## src/rtl/mem_fifo_pkg.sv

```systemverilog
// Shared constants and types for the RAM-backed FIFO controller.
// Sizes match the team's 64x8 single-port Memory block.
package mem_fifo_pkg;

    localparam int ADDR_W  = 6;
    localparam int DATA_W  = 8;
    localparam int DEPTH   = 2 ** ADDR_W;
    // Level counts RAM entries plus the in-flight read and the output register, so it can reach DEPTH+1.
    localparam int LEVEL_W = ADDR_W + 1;

    typedef enum logic [1:0] {
        MEM_IDLE,
        MEM_READ,
        MEM_WRITE
    } mem_op_e;

endpackage

```

## src/rtl/mem_fifo_out_reg.sv

```systemverilog
// Output holding register of the FIFO: loads from the RAM read port or directly
// from the producer (bypass), and releases its entry on a pop.
module mem_fifo_out_reg
    import mem_fifo_pkg::*;
(
    input  logic              clk,
    input  logic              rst,
    input  logic              load_mem,
    input  logic [DATA_W-1:0] mem_dout,
    input  logic              load_byp,
    input  logic [DATA_W-1:0] byp_data,
    input  logic              pop,
    output logic              out_valid,
    output logic [DATA_W-1:0] out_data
);

    // Loads only happen while the register is empty, so they never race a pop.
    always_ff @(posedge clk) begin
        if (rst) begin
            out_valid <= 1'b0;
            out_data  <= '0;
        end else if (load_mem) begin
            out_valid <= 1'b1;
            out_data  <= mem_dout;
        end else if (load_byp) begin
            out_valid <= 1'b1;
            out_data  <= byp_data;
        end else if (pop) begin
            out_valid <= 1'b0;
        end
    end

endmodule

```

## src/rtl/mem_fifo_ctrl.sv

```systemverilog
// Valid/ready FIFO built on the shared 64x8 single-port Memory, one RAM access per cycle.
// Define MEM_FIFO_BYPASS_EN to let a push into an empty FIFO skip the RAM.
module mem_fifo_ctrl
    import mem_fifo_pkg::*;
(
    input  logic               clk,
    input  logic               rst,
    input  logic               in_valid,
    input  logic [DATA_W-1:0]  in_data,
    output logic               in_ready,
    output logic               out_valid,
    output logic [DATA_W-1:0]  out_data,
    input  logic               out_ready,
    output logic [LEVEL_W-1:0] level,
    output logic               mem_ren,
    output logic               mem_wen,
    output logic [ADDR_W-1:0]  mem_addr,
    output logic [DATA_W-1:0]  mem_din,
    input  logic [DATA_W-1:0]  mem_dout
);

    logic [ADDR_W-1:0]  wr_ptr;
    logic [ADDR_W-1:0]  rd_ptr;
    logic [LEVEL_W-1:0] mem_count;
    logic               rd_pend;
    logic               fetch;
    logic               push;
    logic               pop;
    logic               bypass;
    logic               push_mem;
    mem_op_e            mem_op;

    // A prefetch into the empty output register outranks a push for the single RAM port.
    assign fetch    = (mem_count != '0) && !rd_pend && !out_valid;
    assign in_ready = !rst && (mem_count != LEVEL_W'(DEPTH)) && !fetch;
    assign push     = in_valid && in_ready;
    assign pop      = out_valid && out_ready;

`ifdef MEM_FIFO_BYPASS_EN
    assign bypass = push && (mem_count == '0) && !rd_pend && !out_valid;
`else
    assign bypass = 1'b0;
`endif

    assign push_mem = push && !bypass;

    always_comb begin
        mem_op = MEM_IDLE;
        if (!rst) begin
            if (fetch) begin
                mem_op = MEM_READ;
            end else if (push_mem) begin
                mem_op = MEM_WRITE;
            end
        end
    end

    // Memory port is driven combinationally so the RAM acts at the same edge as the pointers.
    always_comb begin
        mem_ren  = 1'b0;
        mem_wen  = 1'b0;
        mem_addr = '0;
        mem_din  = '0;
        case (mem_op)
            MEM_READ: begin
                mem_ren  = 1'b1;
                mem_addr = rd_ptr;
            end
            MEM_WRITE: begin
                mem_wen  = 1'b1;
                mem_addr = wr_ptr;
                mem_din  = in_data;
            end
            default: begin
                mem_ren = 1'b0;
            end
        endcase
    end

    always_ff @(posedge clk) begin
        if (rst) begin
            wr_ptr    <= '0;
            rd_ptr    <= '0;
            mem_count <= '0;
            rd_pend   <= 1'b0;
        end else begin
            rd_pend <= (mem_op == MEM_READ);
            case (mem_op)
                MEM_READ: begin
                    rd_ptr    <= rd_ptr + ADDR_W'(1);
                    mem_count <= mem_count - LEVEL_W'(1);
                end
                MEM_WRITE: begin
                    wr_ptr    <= wr_ptr + ADDR_W'(1);
                    mem_count <= mem_count + LEVEL_W'(1);
                end
                default: begin
                    mem_count <= mem_count;
                end
            endcase
        end
    end

    mem_fifo_out_reg u_out_reg (
        .clk       (clk),
        .rst       (rst),
        .load_mem  (rd_pend),
        .mem_dout  (mem_dout),
        .load_byp  (bypass),
        .byp_data  (in_data),
        .pop       (pop),
        .out_valid (out_valid),
        .out_data  (out_data)
    );

    assign level = mem_count + LEVEL_W'(rd_pend) + LEVEL_W'(out_valid);

endmodule
```

## config.mk

```make
export PLATFORM = sky130hd
export DESIGN_NAME = mem_fifo_ctrl
export DESIGN_NICKNAME = d
export VERILOG_FILES = /design/src/rtl/mem_fifo_pkg.sv /design/src/rtl/mem_fifo_out_reg.sv /design/src/rtl/mem_fifo_ctrl.sv
export SDC_FILE = /design/constraint.sdc
export NUM_CORES = 1
export LEC_CHECK = 0
export ABC_AREA = 1
export BUFFER_PORTS_ARGS = -buffer_cell sky130_fd_sc_hd__buf_2
export CAP_MARGIN = 5
export CORE_MARGIN = 2
export CORE_UTILIZATION = 55
export DETAILED_ROUTE_END_ITERATION = 8
export PLACE_DENSITY = 0.84
export SLEW_MARGIN = 20
export SYNTH_ARGS = -nofsm -noshare
export SYNTH_HDL_FRONTEND = slang
export SYNTH_HIERARCHICAL = 1
export SYNTH_SLANG_ARGS = --single-unit
```

## constraint.sdc

```tcl
create_clock -name clk -period 4.94 [get_ports clk]
set_clock_uncertainty 0.1 [all_clocks]
set_input_delay 0.247 -clock clk [delete_from_list [all_inputs] [get_ports clk]]
set_output_delay 0.247 -clock clk [all_outputs]
set_load 0.02 [all_outputs]
```

* Word level (Yosys, flattened, before mapping)
Index checks and enable logic that the tools add are counted.
Widths: inputs -> output; s select.
** Word-level totals
- Register bits :: 29
- Latch bits :: 0
- Memory bits (writable) :: 0
- ROM bits :: 0
- Input port bits :: 20
- Output and inout port bits :: 33
- Logic and storage cells :: 38
- Memories kept :: 0
** Cells by class
- Add/sub/neg operators :: 6
- $mul :: 0
- Divide/modulo/power cells :: 0
- Order comparisons :: 0
- Equal/unequal tests :: 3
- Shifts and indexed selects :: 0
- Mux-type cells :: 10
- Bitwise logic cells :: 0
- Reductions and logical operators :: 13
** Operators with widths (count)
- $add 7x1->7 :: 2
- $pmux 7 s2 :: 1
- $add 6x1->6 const B :: 2
- $pmux 6 s2 :: 1
- $mux 8 :: 1
- $add 7x1->7 const B :: 1
- $ne 7x7->1 const B :: 1
- $reduce_bool 7->1 :: 1
- $sub 7x1->7 const B :: 1
- $logic_and 1x1->1 :: 6
- $mux 2 :: 3
- $logic_not 1->1 :: 4
- $mux 1 :: 4
- $reduce_bool 2->1 :: 2
- $eq 2x1->1 const B :: 1
- $eq 2x2->1 const B :: 1

* Longest topological paths before layout
- Word-level depth :: 11
- Gate-level depth with buffers :: 15
- Mapped depth without buffers :: 14

* Cells and area by module
The synthesis kept the hierarchy.
** By module, submodules not included
- mem_fifo_ctrl :: instances 1, cells an instance 208, area an instance 1452.6 um^2, seq. area each 400.4 um^2
- mem_fifo_out_reg :: instances 1, cells an instance 65, area an instance 439.2 um^2, seq. area each 180.2 um^2

* Worst setup path after synthesis
Ideal clock, no wire load.
- Path kind :: flip-flop to flip-flop
- Start :: reg u_out_reg.out_valid
- End :: reg mem_count[6]
- Library setup time :: 0.115 ns
- Arrival :: 2.193 ns
- Required time :: 4.725 ns
- Path slack :: 2.532 ns
- Stages on the path, launching flop included :: 12
- Path buffers :: 1
- Period minus slack after synthesis :: 2.408 ns
- Cells stage by stage :: dfxtp_1 > nor2_1 > o21ai_4 > nand3_4 > buf_2 > ha_1 > a21oi_1 > o21ai_0 > a21boi_0 > nand2_1 > a21oi_1 > nor2_1
** Between the ends
- Cells in the longest elaborated chain, start to end :: 10
- Elaborated cells on any way between the ends :: 12
- Those cells by class :: eq/ne (2); mux (4); reduce/logical (6)
** Ends and longest elaborated chain
- start, declared :: RTL line mem_fifo_out_reg.sv:13 : output logic out_valid,
- start signal, assigned :: RTL line mem_fifo_out_reg.sv:20 : out_valid <= 1'b0;
- start signal, assigned :: RTL line mem_fifo_out_reg.sv:23 : out_valid <= 1'b1;
- start signal, assigned :: RTL line mem_fifo_out_reg.sv:26 : out_valid <= 1'b1;
- $logic_not 1->1 (*) :: RTL line mem_fifo_ctrl.sv:34 : assign fetch = (mem_count != '0) && !rd_pend && !out_valid;
- $logic_and 1x1->1 (*) :: RTL line mem_fifo_ctrl.sv:34
- $logic_not 1->1 :: RTL line mem_fifo_ctrl.sv:35 : assign in_ready = !rst && (mem_count != LEVEL_W'(DEPTH)) && !fetch;
- $logic_and 1x1->1 :: RTL line mem_fifo_ctrl.sv:35
- $logic_and 1x1->1 :: RTL line mem_fifo_ctrl.sv:36 : assign push = in_valid && in_ready;
- $mux 2 :: RTL line mem_fifo_ctrl.sv:52 : end else if (push_mem) begin
- $mux 2 (*) :: RTL line mem_fifo_ctrl.sv:50 : if (fetch) begin
- $mux 2 (*) :: RTL line mem_fifo_ctrl.sv:49 : if (!rst) begin
- $eq 2x2->1 / $eq 2x1->1 (equally long branches) :: RTL line mem_fifo_ctrl.sv:88 : case (mem_op)
- $pmux 7 s2 / $reduce_bool 2->1 (equally long branches)
- end signal, assigned :: RTL line mem_fifo_ctrl.sv:91 : mem_count <= mem_count - LEVEL_W'(1);
- end signal, assigned :: RTL line mem_fifo_ctrl.sv:95 : mem_count <= mem_count + LEVEL_W'(1);
- end signal, assigned :: RTL line mem_fifo_ctrl.sv:98 : mem_count <= mem_count;
- end, declared :: RTL line mem_fifo_ctrl.sv:24 : logic [LEVEL_W-1:0] mem_count;
Mark *: on every way between the ends. The rest lies on a longest branch, timed or not.
A chain may end at the register's enable or synchronous reset.

* Worst setup path after layout
- Start :: reg rd_pend
- End :: reg mem_count[6]
** Between the ends
- Cells in the longest elaborated chain, start to end :: 11
- Elaborated cells on any way between the ends :: 13
- Those cells by class :: eq/ne (2); mux (4); reduce/logical (7)
** Ends and longest elaborated chain
- start, declared :: RTL line mem_fifo_ctrl.sv:25 : logic rd_pend;
- start signal, assigned :: RTL line mem_fifo_ctrl.sv:87 : rd_pend <= (mem_op == MEM_READ);
- $logic_not 1->1 (*) :: RTL line mem_fifo_ctrl.sv:34
- $logic_and 1x1->1 (*) (2 in a row) :: RTL line mem_fifo_ctrl.sv:34
- $logic_not 1->1 :: RTL line mem_fifo_ctrl.sv:35
- $logic_and 1x1->1 :: RTL line mem_fifo_ctrl.sv:35
- $logic_and 1x1->1 :: RTL line mem_fifo_ctrl.sv:36
- $mux 2 :: RTL line mem_fifo_ctrl.sv:52
- $mux 2 (*) :: RTL line mem_fifo_ctrl.sv:50
- $mux 2 (*) :: RTL line mem_fifo_ctrl.sv:49
- $eq 2x2->1 / $eq 2x1->1 (equally long branches) :: RTL line mem_fifo_ctrl.sv:88
- $pmux 7 s2 / $reduce_bool 2->1 (equally long branches)
Marks and branches as above.

==> key figures <==
Status
  – Status: complete, no violations

Hold path
  – Worst Hold Class: input port to flip-flop

Setup path
  – Critical Path AT: a little over 3 ns
  – Slowest CP cell: dfxtp_1
  – Buf/Inv on CP: 0
  – Slowest Stage Delay on Critical Path: between 0.6 and 0.7 ns
  – CP startpoint kind: flip-flop
  – Largest delay contributor family on the critical path: simple AND/OR/NAND/NOR gates
  – Crit-path max FO: 28
  – Crit Path Category: flip-flop to flip-flop
  – Most frequent CP cell: nand2_1
  – Crit-path cells: nor2_1 -> o21ai_4 -> nand3_4 -> ha_1 -> nand2_1 -> o21ai_0 -> nand3_1 -> nand2_1 -> nand2_1 -> a21oi_1 -> nor2_1
  – Crit end category: flip-flop
  – Worst EP required: 5.07 ns

Route
  – Mean number of vias per cell: 4.96
  – Via count: 1844
  – Routed len/inst: approximately 11 um
  – Post-route ant nets: 0
  – DRC: 0
  – Final WL: a little over 4 mm
  – DRT iter0 DRCs: around 120
  – Drt pass-1 iters: 4

Clock network
  – Htree depth: 2
  – Worst-Skew Late Latency: between 0.3 and 0.4 ns
  – Setup Buffers After CTS: 0
  – CTS resizes: 0
  – TritonCTS buffer count: 5
  – Clk root buf: clkbuf_4
  – Clk sinks: 29
  – Maximum clock path buffer count: 2
  – Worst-path clk slew: about 0.09 ns
  – CTS Hold Bufs: 0
  – CTS tree: yes

Finish
  – Final Non-Filler Cells: between 300 and 400
  – Proportion of layout cells with a drive suffix above 1: about a quarter
  – Fill count: around 310
  – Fin area: 0.00226 sq mm
  – Number of nets in the layout: ~360
  – Final Core Density: just under 70%
  – Area Overhead vs Synth: 19.6%
  – Antenna diodes: 0

Yosys
  – Synth Instances: roughly 270
  – Post-synthesis sequential area ratio: between 30 and 40%
  – Seq cells post-synth: 29
  – Number of synthesized flops with an enable pin: 0
  – Top_reg_cell synth: dfxtp_1
  – Commonest cells post-synth: nand2_1, inv_1, dfxtp_1
  – Ranking of synthesized cells by area: dfxtp_1, nand2_1, inv_1, nand3_1, xor2_1
  – Most frequent cell after synthesis: nand2_1
  – Netlist cell types: 35
  – Ys Warns: 6
  – Area leader, netlist: dfxtp_1
  – Syn avg cell area: 6.93 sq um
  – Mapped cell area: ~0.0019 sq mm
  – Post-Syn Nets: approximately 300
  – Share of the synthesized area in the top cell type: 30.7%
  – Asr flop ratio synth: 0%

STA
  – Slew headroom: around two thirds
  – Fin crit share: approximately 60%
  – Final Setup Violations: 0
  – Least-Margin Pin Slew: approximately 0.53 ns
  – Unrepaired setup endpoints after global routing: false
  – Final TNS setup: 0 ns
  – Achievable clock frequency: 0.338 GHz
  – Hold Vio Cnt, Final: 0
  – Final Critical Period: just under 3 ns
  – Fin. max-slew vios: 0

Global route
  – Vias in the first global route: between 1500 and 2000
  – Grt ovf: 0
  – Largest net degree at the start of global routing: 29
  – First-pass GRT wire length: about 6.9 mm
  – Initial antenna violation count: 0
  – Global Route Usage Sum: roughly 22%

Power and ir drop
  – Leakage power: ~1.2 nW
  – Pwr dens: approximately 580 mW/mm^2
  – Peak VDD IR: approximately 370 uV
  – Total Power: 0.00131 W

Die
  – Die Area: 0.00393 sq mm
  – I/O pin cnt: 53
  – Initial Util: approximately 57%
  – Core box area: 0.00331 sq mm
  – DIE HEIGHT: around 63 um
  – Cell Rows: 21
  – Die Span X: approximately 63 um

Run
  – Max-cap violations: 0

Placement
  – HPWL after DPL: 2.98 mm
  – Cells after DPL: around 360
  – RePlAce Congestion: approximately 0.94
  – Port Buffers: 52
  – Area after DPL: about 0.0022 sq mm
-- cells in the final DEF (no fill, tap or decap), types with 3 or more instances in the layout --
cell / instances
nor2_1: 27
nand2_1: 60
o21ai_0: 11
inv_1: 44
o22ai_1: 3
nand3_1: 26
buf_2: 52
a21oi_1: 12
nor2_2: 4
clkbuf_4: 5
nand4_1: 4
dfxtp_1: 29
ha_1: 8
xor2_1: 13
-- final timing paths --
| kind | depth (start not counted) | endpoint | slack [ns] | from |
|---|---|---|---|---|
| setup reg to reg | 11 | mem_count[6] | 1.98 | rd_pend |
| setup / recovery | 11 | mem_count[6] | 1.98 | rd_pend |
| hold reg to reg | 2 | rd_ptr[5] | 0.37 | rd_ptr[5] |
| hold / removal | 5 | u_out_reg/out_data[5] | 0.10 | mem_dout[5] |
-- final cells by class --
cell class                      instances  area [sq um]  area share (%)
Clock buffer                            5          37.5            1.66
Clock inverter                          3          65.1            2.88
Inverter                               47           178            7.85
Multi-Input combinational cell        190          1080            47.9
Sequential cell                        29           581            25.7
Tap cell                               46          57.6            2.54
Timing Repair Buffer                   52           260            11.5
-- registers in the layout, indices dropped and copies added (netlist names) --
name and count:
wr_ptr 6, mem_count 7, u_out_reg/out_data 8, rd_pend 1, u_out_reg/out_valid 1, rd_ptr 6
-- tightest hold or removal path, stage by stage --
cell	delay, ns
buf_2	0.08
nand2_1	0.04
nand3_1	0.07
nand2_1	0.04
inv_1	0.04
-- metal layers --
layer	part of all wire, %	wire length [um]	vias up	track usage [%]
met2	49	2020	59	37.6
met1	43	1780	810	26.1
met4	1.4	59	0	8.61
met5	0	0	-	0
met3	6.5	266	6	6.13
li1	-	-	969	-
-- where the power goes --
part	switching (W)	internal [W]
clock network	0.0000873	0.000157
logic	0.000448	0.000251
registers	0.0000770	0.000288
total	0.000612	0.000696
-- per-stage QoR --
stage / hold slack (ns) / worst slack (ns)
CTS: 0.0910 / 1.96
global route: 0.0976 / 1.63
finish: 0.102 / 1.98
floorplan: 0.216 / 2.53
global placement: 0.353 / 2.08
detailed placement: 0.358 / 1.98
-- kinds of logic after synthesis --
logic type | synth area share (%)
AND/OR/NAND/NOR | 31.2
XOR/XNOR | 6.94
buffers and inverters | 12.0
flip-flops | 30.7
AO/OA/AOI/OAI | 11.6
other | 0.198
adder cells (fa/ha/maj) | 7.41
(Power assumes the default switching activity.)
